File: config.mk
export PLATFORM = sky130hd
export DESIGN_NAME = brdg_retry_arbiter_flat
export DESIGN_NICKNAME = d
export VERILOG_FILES = /design/src/rtl/brdg_retry_arbiter_if.sv /design/src/rtl/brdg_retry_arbiter.sv /design/src/flat_wrapper.sv
export SDC_FILE = /design/constraint.sdc
export NUM_CORES = 1
export LEC_CHECK = 0
export BUFFER_PORTS_ARGS = -buffer_cell sky130_fd_sc_hd__buf_2
export CORE_MARGIN = 10
export CORE_UTILIZATION = 40
export DETAILED_ROUTE_END_ITERATION = 8
export HOLD_SLACK_MARGIN = 0.15
export PLACE_DENSITY = 0.66
export RECOVER_POWER = 50
export SLEW_MARGIN = 40
export SYNTH_ARGS = -nofsm -noshare
export SYNTH_HDL_FRONTEND = slang
export SYNTH_SLANG_ARGS = --single-unit
export TNS_END_PERCENT = 30
File: constraint.sdc
create_clock -name clk -period 3.45 [get_ports clk]
set_input_delay 0.5175 -clock clk [delete_from_list [all_inputs] [get_ports clk]]
set_output_delay 0.5175 -clock clk [all_outputs]
set_load 0.03 [all_outputs]
File: src/rtl/brdg_retry_arbiter_if.sv
// Issue-slot bus between the retry arbiter, the new-command source and the two retry queues.
// The master modport belongs to the arbiter; the slave modport belongs to the surrounding sources.
interface brdg_retry_arbiter_if #(
  parameter int TAGW = 7
);
  logic            cmd_req;
  logic [TAGW-1:0] cmd_tag;
  logic [1:0]      cmd_pos;
  logic            cmd_gnt;

  logic            rty0_busy;
  logic            rty0_rdy;
  logic            rty0_valid;
  logic [TAGW-1:0] rty0_tag;
  logic [1:0]      rty0_pos;

  logic            rty1_busy;
  logic            rty1_rdy;
  logic            rty1_valid;
  logic [TAGW-1:0] rty1_tag;
  logic [1:0]      rty1_pos;

  logic            out_valid;
  logic [1:0]      out_src;
  logic [TAGW-1:0] out_tag;
  logic [1:0]      out_pos;

  modport master (
    input  cmd_req, cmd_tag, cmd_pos,
    output cmd_gnt,
    input  rty0_busy, rty0_valid, rty0_tag, rty0_pos,
    output rty0_rdy,
    input  rty1_busy, rty1_valid, rty1_tag, rty1_pos,
    output rty1_rdy,
    output out_valid, out_src, out_tag, out_pos
  );

  modport slave (
    output cmd_req, cmd_tag, cmd_pos,
    input  cmd_gnt,
    output rty0_busy, rty0_valid, rty0_tag, rty0_pos,
    input  rty0_rdy,
    output rty1_busy, rty1_valid, rty1_tag, rty1_pos,
    input  rty1_rdy,
    input  out_valid, out_src, out_tag, out_pos
  );
endinterface

File: src/rtl/brdg_retry_arbiter.sv
// Arbitrates the single TLX command issue slot between new commands and two retry queues,
// with round-robin retry offers, a starvation guard for new commands and credit accounting.
module brdg_retry_arbiter #(
  parameter int TAGW         = 7,
  parameter int CREDIT_W     = 6,
  parameter int OFFER_WIN    = 4,
  parameter int STARVE_LIMIT = 8
) (
  input  logic                  clk,
  input  logic                  rst,
  input  logic [CREDIT_W-1:0]   tlx_credit_init,
  input  logic                  tlx_credit_return,
  brdg_retry_arbiter_if.master  bus,
  output logic [CREDIT_W-1:0]   credit_cnt,
  output logic                  credit_err
);

  typedef enum logic [1:0] {IDLE, OFFER0, OFFER1, GNT_NEW} state_e;

  localparam logic [3:0] WIN_LAST   = 4'(OFFER_WIN - 1);
  localparam logic [7:0] STARVE_MAX = 8'(STARVE_LIMIT);

  state_e              state_q, state_d;
  logic                rr_q, rr_d;
  logic [3:0]          offer_q, offer_d;
  logic [7:0]          starve_q, starve_d;
  logic [CREDIT_W-1:0] credit_q, credit_d;
  logic                err_q, err_d;
  logic                outv_q, outv_d;
  logic [1:0]          src_q, src_d;
  logic [TAGW-1:0]     tag_q, tag_d;
  logic [1:0]          pos_q, pos_d;
  logic                issue;

  // Counts retries that overtook a waiting new command; any idle cmd_req clears it.
  function automatic logic [7:0] next_starve(input logic [7:0] cur, input logic req);
    if (!req) return 8'd0;
    if (cur >= STARVE_MAX) return STARVE_MAX;
    return cur + 8'd1;
  endfunction

  assign issue = ((state_q == OFFER0) && bus.rty0_valid) ||
                 ((state_q == OFFER1) && bus.rty1_valid) ||
                 (state_q == GNT_NEW);

  always_ff @(posedge clk) begin
    if (rst) begin
      state_q  <= IDLE;
      rr_q     <= 1'b0;
      offer_q  <= 4'd0;
      starve_q <= 8'd0;
      credit_q <= tlx_credit_init;
      err_q    <= 1'b0;
      outv_q   <= 1'b0;
      src_q    <= 2'd0;
      tag_q    <= '0;
      pos_q    <= 2'd0;
    end else begin
      state_q  <= state_d;
      rr_q     <= rr_d;
      offer_q  <= offer_d;
      starve_q <= starve_d;
      credit_q <= credit_d;
      err_q    <= err_d;
      outv_q   <= outv_d;
      src_q    <= src_d;
      tag_q    <= tag_d;
      pos_q    <= pos_d;
    end
  end

  always_comb begin
    state_d = state_q;
    case (state_q)
      IDLE: begin
        if (credit_q == '0) begin
          state_d = IDLE;
        end else if ((starve_q == STARVE_MAX) && bus.cmd_req) begin
          state_d = GNT_NEW;
        end else if (bus.rty0_busy || bus.rty1_busy) begin
          if (!rr_q) state_d = bus.rty0_busy ? OFFER0 : OFFER1;
          else       state_d = bus.rty1_busy ? OFFER1 : OFFER0;
        end else if (bus.cmd_req) begin
          state_d = GNT_NEW;
        end
      end
      OFFER0:  if (bus.rty0_valid || (offer_q == WIN_LAST)) state_d = IDLE;
      OFFER1:  if (bus.rty1_valid || (offer_q == WIN_LAST)) state_d = IDLE;
      GNT_NEW: state_d = IDLE;
      default: state_d = IDLE;
    endcase
  end

  always_comb begin
    bus.rty0_rdy = (state_q == OFFER0);
    bus.rty1_rdy = (state_q == OFFER1);
    bus.cmd_gnt  = (state_q == GNT_NEW);
  end

  // Capture of the issued command and the arbitration bookkeeping.
  always_comb begin
    rr_d     = rr_q;
    offer_d  = offer_q;
    starve_d = starve_q;
    outv_d   = 1'b0;
    src_d    = src_q;
    tag_d    = tag_q;
    pos_d    = pos_q;
    case (state_q)
      OFFER0: begin
        if (bus.rty0_valid) begin
          outv_d   = 1'b1;
          src_d    = 2'd1;
          tag_d    = bus.rty0_tag;
          pos_d    = bus.rty0_pos;
          rr_d     = 1'b1;
          offer_d  = 4'd0;
          starve_d = next_starve(starve_q, bus.cmd_req);
        end else if (offer_q == WIN_LAST) begin
          rr_d    = 1'b1;
          offer_d = 4'd0;
        end else begin
          offer_d = offer_q + 4'd1;
        end
      end
      OFFER1: begin
        if (bus.rty1_valid) begin
          outv_d   = 1'b1;
          src_d    = 2'd2;
          tag_d    = bus.rty1_tag;
          pos_d    = bus.rty1_pos;
          rr_d     = 1'b0;
          offer_d  = 4'd0;
          starve_d = next_starve(starve_q, bus.cmd_req);
        end else if (offer_q == WIN_LAST) begin
          rr_d    = 1'b0;
          offer_d = 4'd0;
        end else begin
          offer_d = offer_q + 4'd1;
        end
      end
      GNT_NEW: begin
        outv_d   = 1'b1;
        src_d    = 2'd0;
        tag_d    = bus.cmd_tag;
        pos_d    = bus.cmd_pos;
        starve_d = 8'd0;
      end
      default: ;
    endcase
  end

  // A return coinciding with an issue cancels out; a lone return at all-ones saturates.
  always_comb begin
    credit_d = credit_q;
    err_d    = err_q;
    if (tlx_credit_return && !issue) begin
      if (&credit_q) err_d = 1'b1;
      else           credit_d = credit_q + 1'b1;
    end else if (!tlx_credit_return && issue) begin
      credit_d = credit_q - 1'b1;
    end
  end

  assign bus.out_valid = outv_q;
  assign bus.out_src   = src_q;
  assign bus.out_tag   = tag_q;
  assign bus.out_pos   = pos_q;
  assign credit_cnt    = credit_q;
  assign credit_err    = err_q;

endmodule

File: src/flat_wrapper.sv
// flat-port wrapper written by rule: the top's interface ports become plain ports
module brdg_retry_arbiter_flat 
#(
  parameter int TAGW         = 7,
  parameter int CREDIT_W     = 6,
  parameter int OFFER_WIN    = 4,
  parameter int STARVE_LIMIT = 8
)
  (clk, rst, tlx_credit_init, tlx_credit_return, credit_cnt, credit_err, bus_cmd_req, bus_cmd_tag, bus_cmd_pos, bus_cmd_gnt, bus_rty0_busy, bus_rty0_valid, bus_rty0_tag, bus_rty0_pos, bus_rty0_rdy, bus_rty1_busy, bus_rty1_valid, bus_rty1_tag, bus_rty1_pos, bus_rty1_rdy, bus_out_valid, bus_out_src, bus_out_tag, bus_out_pos);
  brdg_retry_arbiter_if #(.TAGW(TAGW)) bus_i ();
  input  logic clk;
  input  logic rst;
  input  logic [CREDIT_W-1:0] tlx_credit_init;
  input  logic tlx_credit_return;
  output logic [CREDIT_W-1:0] credit_cnt;
  output logic credit_err;
  input wire logic [$bits(bus_i.cmd_req)-1:0] bus_cmd_req;
  input wire logic [$bits(bus_i.cmd_tag)-1:0] bus_cmd_tag;
  input wire logic [$bits(bus_i.cmd_pos)-1:0] bus_cmd_pos;
  output wire logic [$bits(bus_i.cmd_gnt)-1:0] bus_cmd_gnt;
  input wire logic [$bits(bus_i.rty0_busy)-1:0] bus_rty0_busy;
  input wire logic [$bits(bus_i.rty0_valid)-1:0] bus_rty0_valid;
  input wire logic [$bits(bus_i.rty0_tag)-1:0] bus_rty0_tag;
  input wire logic [$bits(bus_i.rty0_pos)-1:0] bus_rty0_pos;
  output wire logic [$bits(bus_i.rty0_rdy)-1:0] bus_rty0_rdy;
  input wire logic [$bits(bus_i.rty1_busy)-1:0] bus_rty1_busy;
  input wire logic [$bits(bus_i.rty1_valid)-1:0] bus_rty1_valid;
  input wire logic [$bits(bus_i.rty1_tag)-1:0] bus_rty1_tag;
  input wire logic [$bits(bus_i.rty1_pos)-1:0] bus_rty1_pos;
  output wire logic [$bits(bus_i.rty1_rdy)-1:0] bus_rty1_rdy;
  output wire logic [$bits(bus_i.out_valid)-1:0] bus_out_valid;
  output wire logic [$bits(bus_i.out_src)-1:0] bus_out_src;
  output wire logic [$bits(bus_i.out_tag)-1:0] bus_out_tag;
  output wire logic [$bits(bus_i.out_pos)-1:0] bus_out_pos;
  assign bus_i.cmd_req = bus_cmd_req;
  assign bus_i.cmd_tag = bus_cmd_tag;
  assign bus_i.cmd_pos = bus_cmd_pos;
  assign bus_cmd_gnt = bus_i.cmd_gnt;
  assign bus_i.rty0_busy = bus_rty0_busy;
  assign bus_i.rty0_valid = bus_rty0_valid;
  assign bus_i.rty0_tag = bus_rty0_tag;
  assign bus_i.rty0_pos = bus_rty0_pos;
  assign bus_rty0_rdy = bus_i.rty0_rdy;
  assign bus_i.rty1_busy = bus_rty1_busy;
  assign bus_i.rty1_valid = bus_rty1_valid;
  assign bus_i.rty1_tag = bus_rty1_tag;
  assign bus_i.rty1_pos = bus_rty1_pos;
  assign bus_rty1_rdy = bus_i.rty1_rdy;
  assign bus_out_valid = bus_i.out_valid;
  assign bus_out_src = bus_i.out_src;
  assign bus_out_tag = bus_i.out_tag;
  assign bus_out_pos = bus_i.out_pos;
  brdg_retry_arbiter #(.TAGW(TAGW), .CREDIT_W(CREDIT_W), .OFFER_WIN(OFFER_WIN), .STARVE_LIMIT(STARVE_LIMIT)) u_core (.clk(clk), .rst(rst), .tlx_credit_init(tlx_credit_init), .tlx_credit_return(tlx_credit_return), .bus(bus_i), .credit_cnt(credit_cnt), .credit_err(credit_err));
endmodule
# Word level (Yosys, flattened, before mapping)
# Cells that the tools add are included.
dict set report word_totals {
  inputBits 41
  out_inout_bits 22
  elab_cells 107
  register_bits 34
}
dict set report classes {
  mux 56
  magnitude_cmp 1
  n_addsub 4
  n_eq_ne 13
  n_reduce_logical 23
}
# operator count
set ops {}
lappend ops {{8-bit 2-to-1 mux} 8}
lappend ops {{2-bit 2-to-1 mux} 13}
lappend ops {{6-bit 2-to-1 mux} 4}
lappend ops {{8-bit case mux with 3 select lines} 1}
lappend ops {{7-bit case mux with 3 select lines} 1}
lappend ops {{1-bit 2-to-1 mux} 18}
lappend ops {{7-bit 2-to-1 mux} 2}
lappend ops {{4-bit 2-to-1 mux} 3}
lappend ops {{2-bit case mux with 3 select lines} 2}
lappend ops {{3-bit AND reduction} 3}
lappend ops {{8-bit by 1-bit adder with 8-bit output, second input constant} 1}
lappend ops {{8-bit by 4-bit equality test with 1-bit output, second input constant} 1}
lappend ops {{8-bit by 4-bit greater-or-equal comparator with 1-bit output, second input constant} 1}
lappend ops {{2-bit case mux with 4 select lines} 1}
lappend ops {{4-bit case mux with 2 select lines} 1}
lappend ops {{7-bit AND reduction} 1}
lappend ops {{6-bit by 1-bit adder with 6-bit output, second input constant} 1}
lappend ops {{6-bit logical NOT} 1}
lappend ops {{3-bit by 2-bit inequality test with 1-bit output, second input constant} 2}
lappend ops {{6-bit AND reduction} 1}
lappend ops {{3-bit nonzero test} 2}
lappend ops {{6-bit by 1-bit subtractor with 6-bit output, second input constant} 1}
lappend ops {{1-bit logical AND} 5}
lappend ops {{1-bit logical OR} 5}
lappend ops {{other kinds (14)} 18}

# Logic depth before layout (Yosys ltp)
dict set report logic_depth {
  depth_word 10
  depth_mapped 9
  ltp_nobuf 9
}

# Worst setup path after synthesis
# No wires, ideal clock.
dict set report synth_timing {
  path_type {reg-to-reg}
  start {register u_core.state_q[0]}
  end {register u_core.credit_q[5], in the netlist u_core.credit_cnt[5] (data pin)}
  t_required_ns 3.183
  path_stages_with_launch 10
  n_path_buf 0
  setup_slack_ns 0.583
  t_arrival_ns 2.600
  synth_period_minus_slack_ns 2.867
  setup_ns 0.267
  path_cell_list {dfxtp_1 -> inv_1 -> ha_1 -> a221oi_1 -> nand2_1 -> ha_1 -> o21ai_0 -> o21a_1 -> nor4_1 -> o31ai_1}
}
dict set report synth_between {
  elab_chain_len 8
  elab_cells_between_ends 11
}
# element line_no
set synth_lines {}
lappend synth_lines {{start: declaration} brdg_retry_arbiter.sv:23} ;# state_e state_q, state_d;
lappend synth_lines {{start signal: assignment} brdg_retry_arbiter.sv:59} ;# state_q <= state_d;
lappend synth_lines {{2-bit equality test} --}
lappend synth_lines {{via bus_rty1_rdy} flat_wrapper.sv:30} ;# output wire logic [$bits(bus_i.rty1_rdy)-1:0] bus_rty1_rdy;
lappend synth_lines {{1-bit logical AND} brdg_retry_arbiter.sv:43} ;# ((state_q == OFFER1) && bus.rty1_valid) ||
lappend synth_lines {{1-bit logical OR} brdg_retry_arbiter.sv:42} ;# assign issue = ((state_q == OFFER0) && bus.rty0_valid) ||
lappend synth_lines {{1-bit logical OR} brdg_retry_arbiter.sv:43}
lappend synth_lines {{1-bit logical NOT} brdg_retry_arbiter.sv:157} ;# if (tlx_credit_return && !issue) begin
lappend synth_lines {{1-bit logical AND} brdg_retry_arbiter.sv:157}
lappend synth_lines {{6-bit 2-to-1 mux} brdg_retry_arbiter.sv:157}
lappend synth_lines {{6-bit 2-to-1 mux} brdg_retry_arbiter.sv:47} ;# if (rst) begin
lappend synth_lines {{end signal: assignment} brdg_retry_arbiter.sv:52} ;# credit_q <= tlx_credit_init;
lappend synth_lines {{end signal: assignment} brdg_retry_arbiter.sv:63} ;# credit_q <= credit_d;
lappend synth_lines {{end: declaration} brdg_retry_arbiter.sv:27} ;# logic [CREDIT_W-1:0] credit_q, credit_d;
# The timed path passes the listed nets, and every way through them passes these cells.
# A chain may end at the register's enable or synchronous reset.

# Final worst setup path
dict set report layout_timing {
  start {register u_core.state_q[0]}
  end {register u_core.credit_q[5], in the netlist u_core.credit_cnt[5] (data pin)}
}
dict set report layout_between {
  elab_chain_len 8
  elab_cells_between_ends 11
}
# element line_no
set layout_lines {}
lappend layout_lines {{2-bit by 1-bit equality test with 1-bit output / 2-bit equality test (equally long branches)} {brdg_retry_arbiter.sv:42, brdg_retry_arbiter.sv:43}}
lappend layout_lines {{1-bit logical AND (on tied branches)} {brdg_retry_arbiter.sv:42, brdg_retry_arbiter.sv:43}}
lappend layout_lines {{1-bit logical OR} brdg_retry_arbiter.sv:42}
lappend layout_lines {{1-bit logical OR *} brdg_retry_arbiter.sv:43}
lappend layout_lines {{1-bit logical NOT *} brdg_retry_arbiter.sv:157}
lappend layout_lines {{1-bit logical AND *} brdg_retry_arbiter.sv:157}
lappend layout_lines {{6-bit 2-to-1 mux *} brdg_retry_arbiter.sv:157}
lappend layout_lines {{6-bit 2-to-1 mux *} brdg_retry_arbiter.sv:47}
# Every way passes the cells marked *; elsewhere a longest branch is shown, timed or not.

==> qor.log <==
qor: sta.highest_achievable_clock_rate 0.360 GHz
qor: critical_path.critical_path.cell_chain ha_1, a221oi_1, clkbuf_1, nand2_1, ha_1, o21ai_0, o21a_1, nor4_1, o31ai_1
qor: synth.synth.top_cells.by_count dfxtp_1, nor2_1, nand2_1
qor: global_route.grt_first_pass_wirelength 7980 microns
qor: sta.max-slew-margin-rel 9.89%
qor: final_layout.area_delta_synth_final 22.7%
qor: place.portbufs 62
qor: floorplan.rows 24
qor: floorplan.core 4440 sq um
qor: route.drt-initial-drc-count 70
qor: final_layout.diodes 0
qor: critical_path.worst_path_largest_cell_delay 390 ps
qor: synth.synthXorXnorAreaFrac 2.80%
qor: critical_path.timing.critical_path.buf_inv 1
qor: synth.synth_fa_ha_area_share 9.74%
qor: critical_path.rr_startpoint u_core.state_q[0]
qor: cts.post_cts_buffers 0
qor: sta.timing.hold.ws 488 ps
qor: synth.synth_nets 262
qor: cts.numCtsBuffers 5
qor: critical_path.critical_path.startpoint_type register
qor: synth.synth_top_family_by_area compound AO/OA/AOI/OAI gates
qor: place.place.detailed.instances 315
qor: sta.worst-slew-pin-transition 1350 ps
qor: place.place_area 2240 sq um
qor: route.wl_per_cell 14.6 microns
qor: floorplan.x_dimension_of_the_die 88.5 microns
qor: synth.seq_area_frac_synth 39.5%
qor: power.total_leakage_power 0.000946 uW
qor: sta.report.final.slew_viol_count 0
qor: global_route.grt_start_max_net_pins 33
qor: critical_path.worst_path_maximum_fanout 13
qor: global_route.global_route.overflow_total 0
qor: synth.yosys.area.top_type dfxtp_1
qor: global_route.grt_usage 12.7%
qor: place.gpl.final_weighted_congestion 0.777
qor: critical_path.critical_path.reg2reg.endpoint u_core.credit_cnt[5]
qor: synth.average_cell_area_after_synthesis 9.06 sq um
qor: synth.yosysUniqueCellTypes 45
qor: final_layout.instances_no_fill 323
qor: cts.clkSlewWorstSetupHoldPaths 70 ps
qor: critical_path.cp.required 3440 ps
qor: global_route.antenna_found_initial 0
qor: flow_run.drv_cap 0
qor: cts.ctsRootBufferMaster clkbuf_8
qor: critical_path.timing.critical_path.to u_core.credit_cnt[5]
qor: cts.cts.htree.levels 2
qor: route.antenna_violating_nets_post_route 0
qor: critical_path.reg2regPathDepth 9
qor: synth.syn_area 1880 sq um
qor: sta.final_period_minus_worst_setup_slack 2780 ps
qor: sta.min_period_over_period 80.6%
qor: global_route.grt_pass1_vias 1771
qor: cts.cts_tree built
qor: critical_path.worst-path-stages 9
qor: critical_path.critical-path-top-cell-by-count ha_1
qor: cts.clk-insertion-delay-late 290 ps
qor: synth.synth-warning-count 0
qor: sta.hold_viol 0
qor: min_path.hp-class in2reg
qor: power.power.density_cell_area 803 nW/um^2
qor: sta.rsz0062_at_grt no
qor: synth.synth_seq_cells 34
qor: synth.syn_inst 207
qor: place.dp_hpwl 3550 microns
qor: final_layout.layout-drive-gt1-share 20.3%
qor: power.maximum_vdd_ir_drop 0.339 mV
qor: critical_path.end_kind register
qor: floorplan.die_y 88.5 microns
qor: floorplan.area_of_the_die 7830 sq um
qor: synth.count_of_flip_flops_with_a_built_in_enable_after_synthesis 6
qor: sta.setup_total_negative_slack 0 ps
qor: route.remaining_drc_errors 0
qor: synth.synth-simple-area-share 20.1%
qor: synth.synth_area_leaders dfxtp_1, edfxtp_1, ha_1
qor: route.dr_total_vias 1719
qor: route.drt-vias-per-instance 5.32
qor: synth.muxShareOfSynthArea 3.94%
qor: cts.cts.path.max_buffers 2
qor: critical_path.critical-path-top-delay-family adder cells
qor: critical_path.regToRegSetupSlack 670 ps
qor: cts.hold_buffer_count_at_cts 0
qor: critical_path.worstSetupPathType reg2reg
qor: sta.timing.final.setup_violations 0
qor: floorplan.initial_utilization 42.2%
qor: critical_path.worst_ep_arrival_time 2770 ps
qor: final_layout.final_nets 325
qor: final_layout.finalCoreUtilization 51.8%
qor: synth.synthDominantCellAreaShare 29.9%
qor: synth.fraction_of_synthesis_flops_using_an_asynchronous_set_or_reset_pin 0%
qor: cts.cts.sinks 34
qor: cts.number_of_gates_given_a_new_drive_strength_after_cts 0
qor: critical_path.cp-startpoint u_core.state_q[0]
qor: synth.synthFlopType dfxtp_1
qor: final_layout.design_area 2300 sq um
qor: run_status.outcome complete, no violations
qor: sta.clock-skew-final 3.51 ps
qor: floorplan.pin_count 63
qor: synth.compound_cell_area_share_of_the_yosys_netlist 20.9%
qor: route.detail_route.wirelength 4700 microns
qor: critical_path.crit_path_top_delay_cell ha_1
qor: route.detail_route.first_pass.iterations 4
==> worst register-to-register path: cells and delay by family (launching register included) <==
family	cells	cell delay, ps
buf+inv	1	250
fa+ha+maj	2	770
flops	1	340
simple gates	2	480
compound gates	4	660
==> logic make-up (layout without fill, tap and decap cells) <==
logic type,count (synthesis),count (layout)
flops,34,34
simple gates,76,76
buf+inv,15,79
compound gates,55,55
fa+ha+maj,14,14
xor+xnor,6,6
mux,7,7
==> stage by stage <==
| stage | worst slack (ps) | total power [uW] |
|---|---|---|
| floorplan | 583 | 1330 |
| global placement | 828 | 1580 |
| detailed placement | 805 | 1590 |
| CTS | 788 | 1900 |
| global route | 366 | 2010 |
| finish | 669 | 1850 |
==> registers in the layout, indices dropped and copies added, names as in the netlist <==
name / flops
u_core.starve_q: 8
u_core.credit_err: 1
u_core.rr_q: 1
u_core.offer_q: 4
u_core.bus.out_tag: 7
u_core.bus.out_src: 2
u_core.bus.out_pos: 2
u_core.credit_cnt: 6
u_core.state_q: 2
u_core.bus.out_valid: 1
==> where the power goes <==
part           switching [uW]  internal (uW)  leakage, uW
Clock                     143            161    0.0000482
Combinational             580            334     0.000608
Sequential               96.2            533     0.000291
Total                     819           1030     0.000946
==> metal layers <==
| layer | vias to the layer above | part of all wire [%] | routed length [microns] | GRT usage (%) |
|---|---|---|---|---|
| li1 | 887 | - | - | - |
| met1 | 773 | 47 | 2190 | 14.7 |
| met2 | 53 | 44 | 2060 | 20.3 |
| met3 | 6 | 8.7 | 411 | 6.34 |
| met4 | 0 | 0.81 | 38 | 3.52 |
| met5 | - | 0 | 0 | 0 |
==> area by class of cell <==
| cell class | count | area, sq um |
|---|---|---|
| Clock inverter | 1 | 5.00 |
| Tap cell | 52 | 65.1 |
| Clock buffer | 7 | 86.3 |
| Inverter | 6 | 22.5 |
| Fill cell | 441 | 2140 |
| Multi-Input combinational cell | 158 | 1080 |
| Timing Repair Buffer | 65 | 298 |
| Sequential cell | 34 | 741 |
==> worst min path at each step <==
stage,from,endpoint,cells past startpoint
2_1_floorplan,u_core.starve_q[6],u_core.starve_q[6],2
3_3_place_gp,u_core.credit_err,u_core.credit_err,2
3_5_place_dp,u_core.credit_err,u_core.credit_err,2
4_1_cts,bus_rty0_tag[6],u_core.bus.out_tag[6],3
5_1_grt,bus_rty0_tag[5],u_core.bus.out_tag[5],3
6_report,bus_rty0_tag[5],u_core.bus.out_tag[5],3
==> cell usage in the layout, fill, tap and decap left out, types with 8 or more instances in the layout <==
cell / n
a21oi_1: 11
a22oi_1: 9
a311oi_1: 10
buf_2: 40
clkbuf_1: 25
dfxtp_1: 28
ha_1: 13
nand2_1: 22
nor2_1: 28
o21ai_0: 8
No activity file was read; power rests on OpenSTA's default activity.
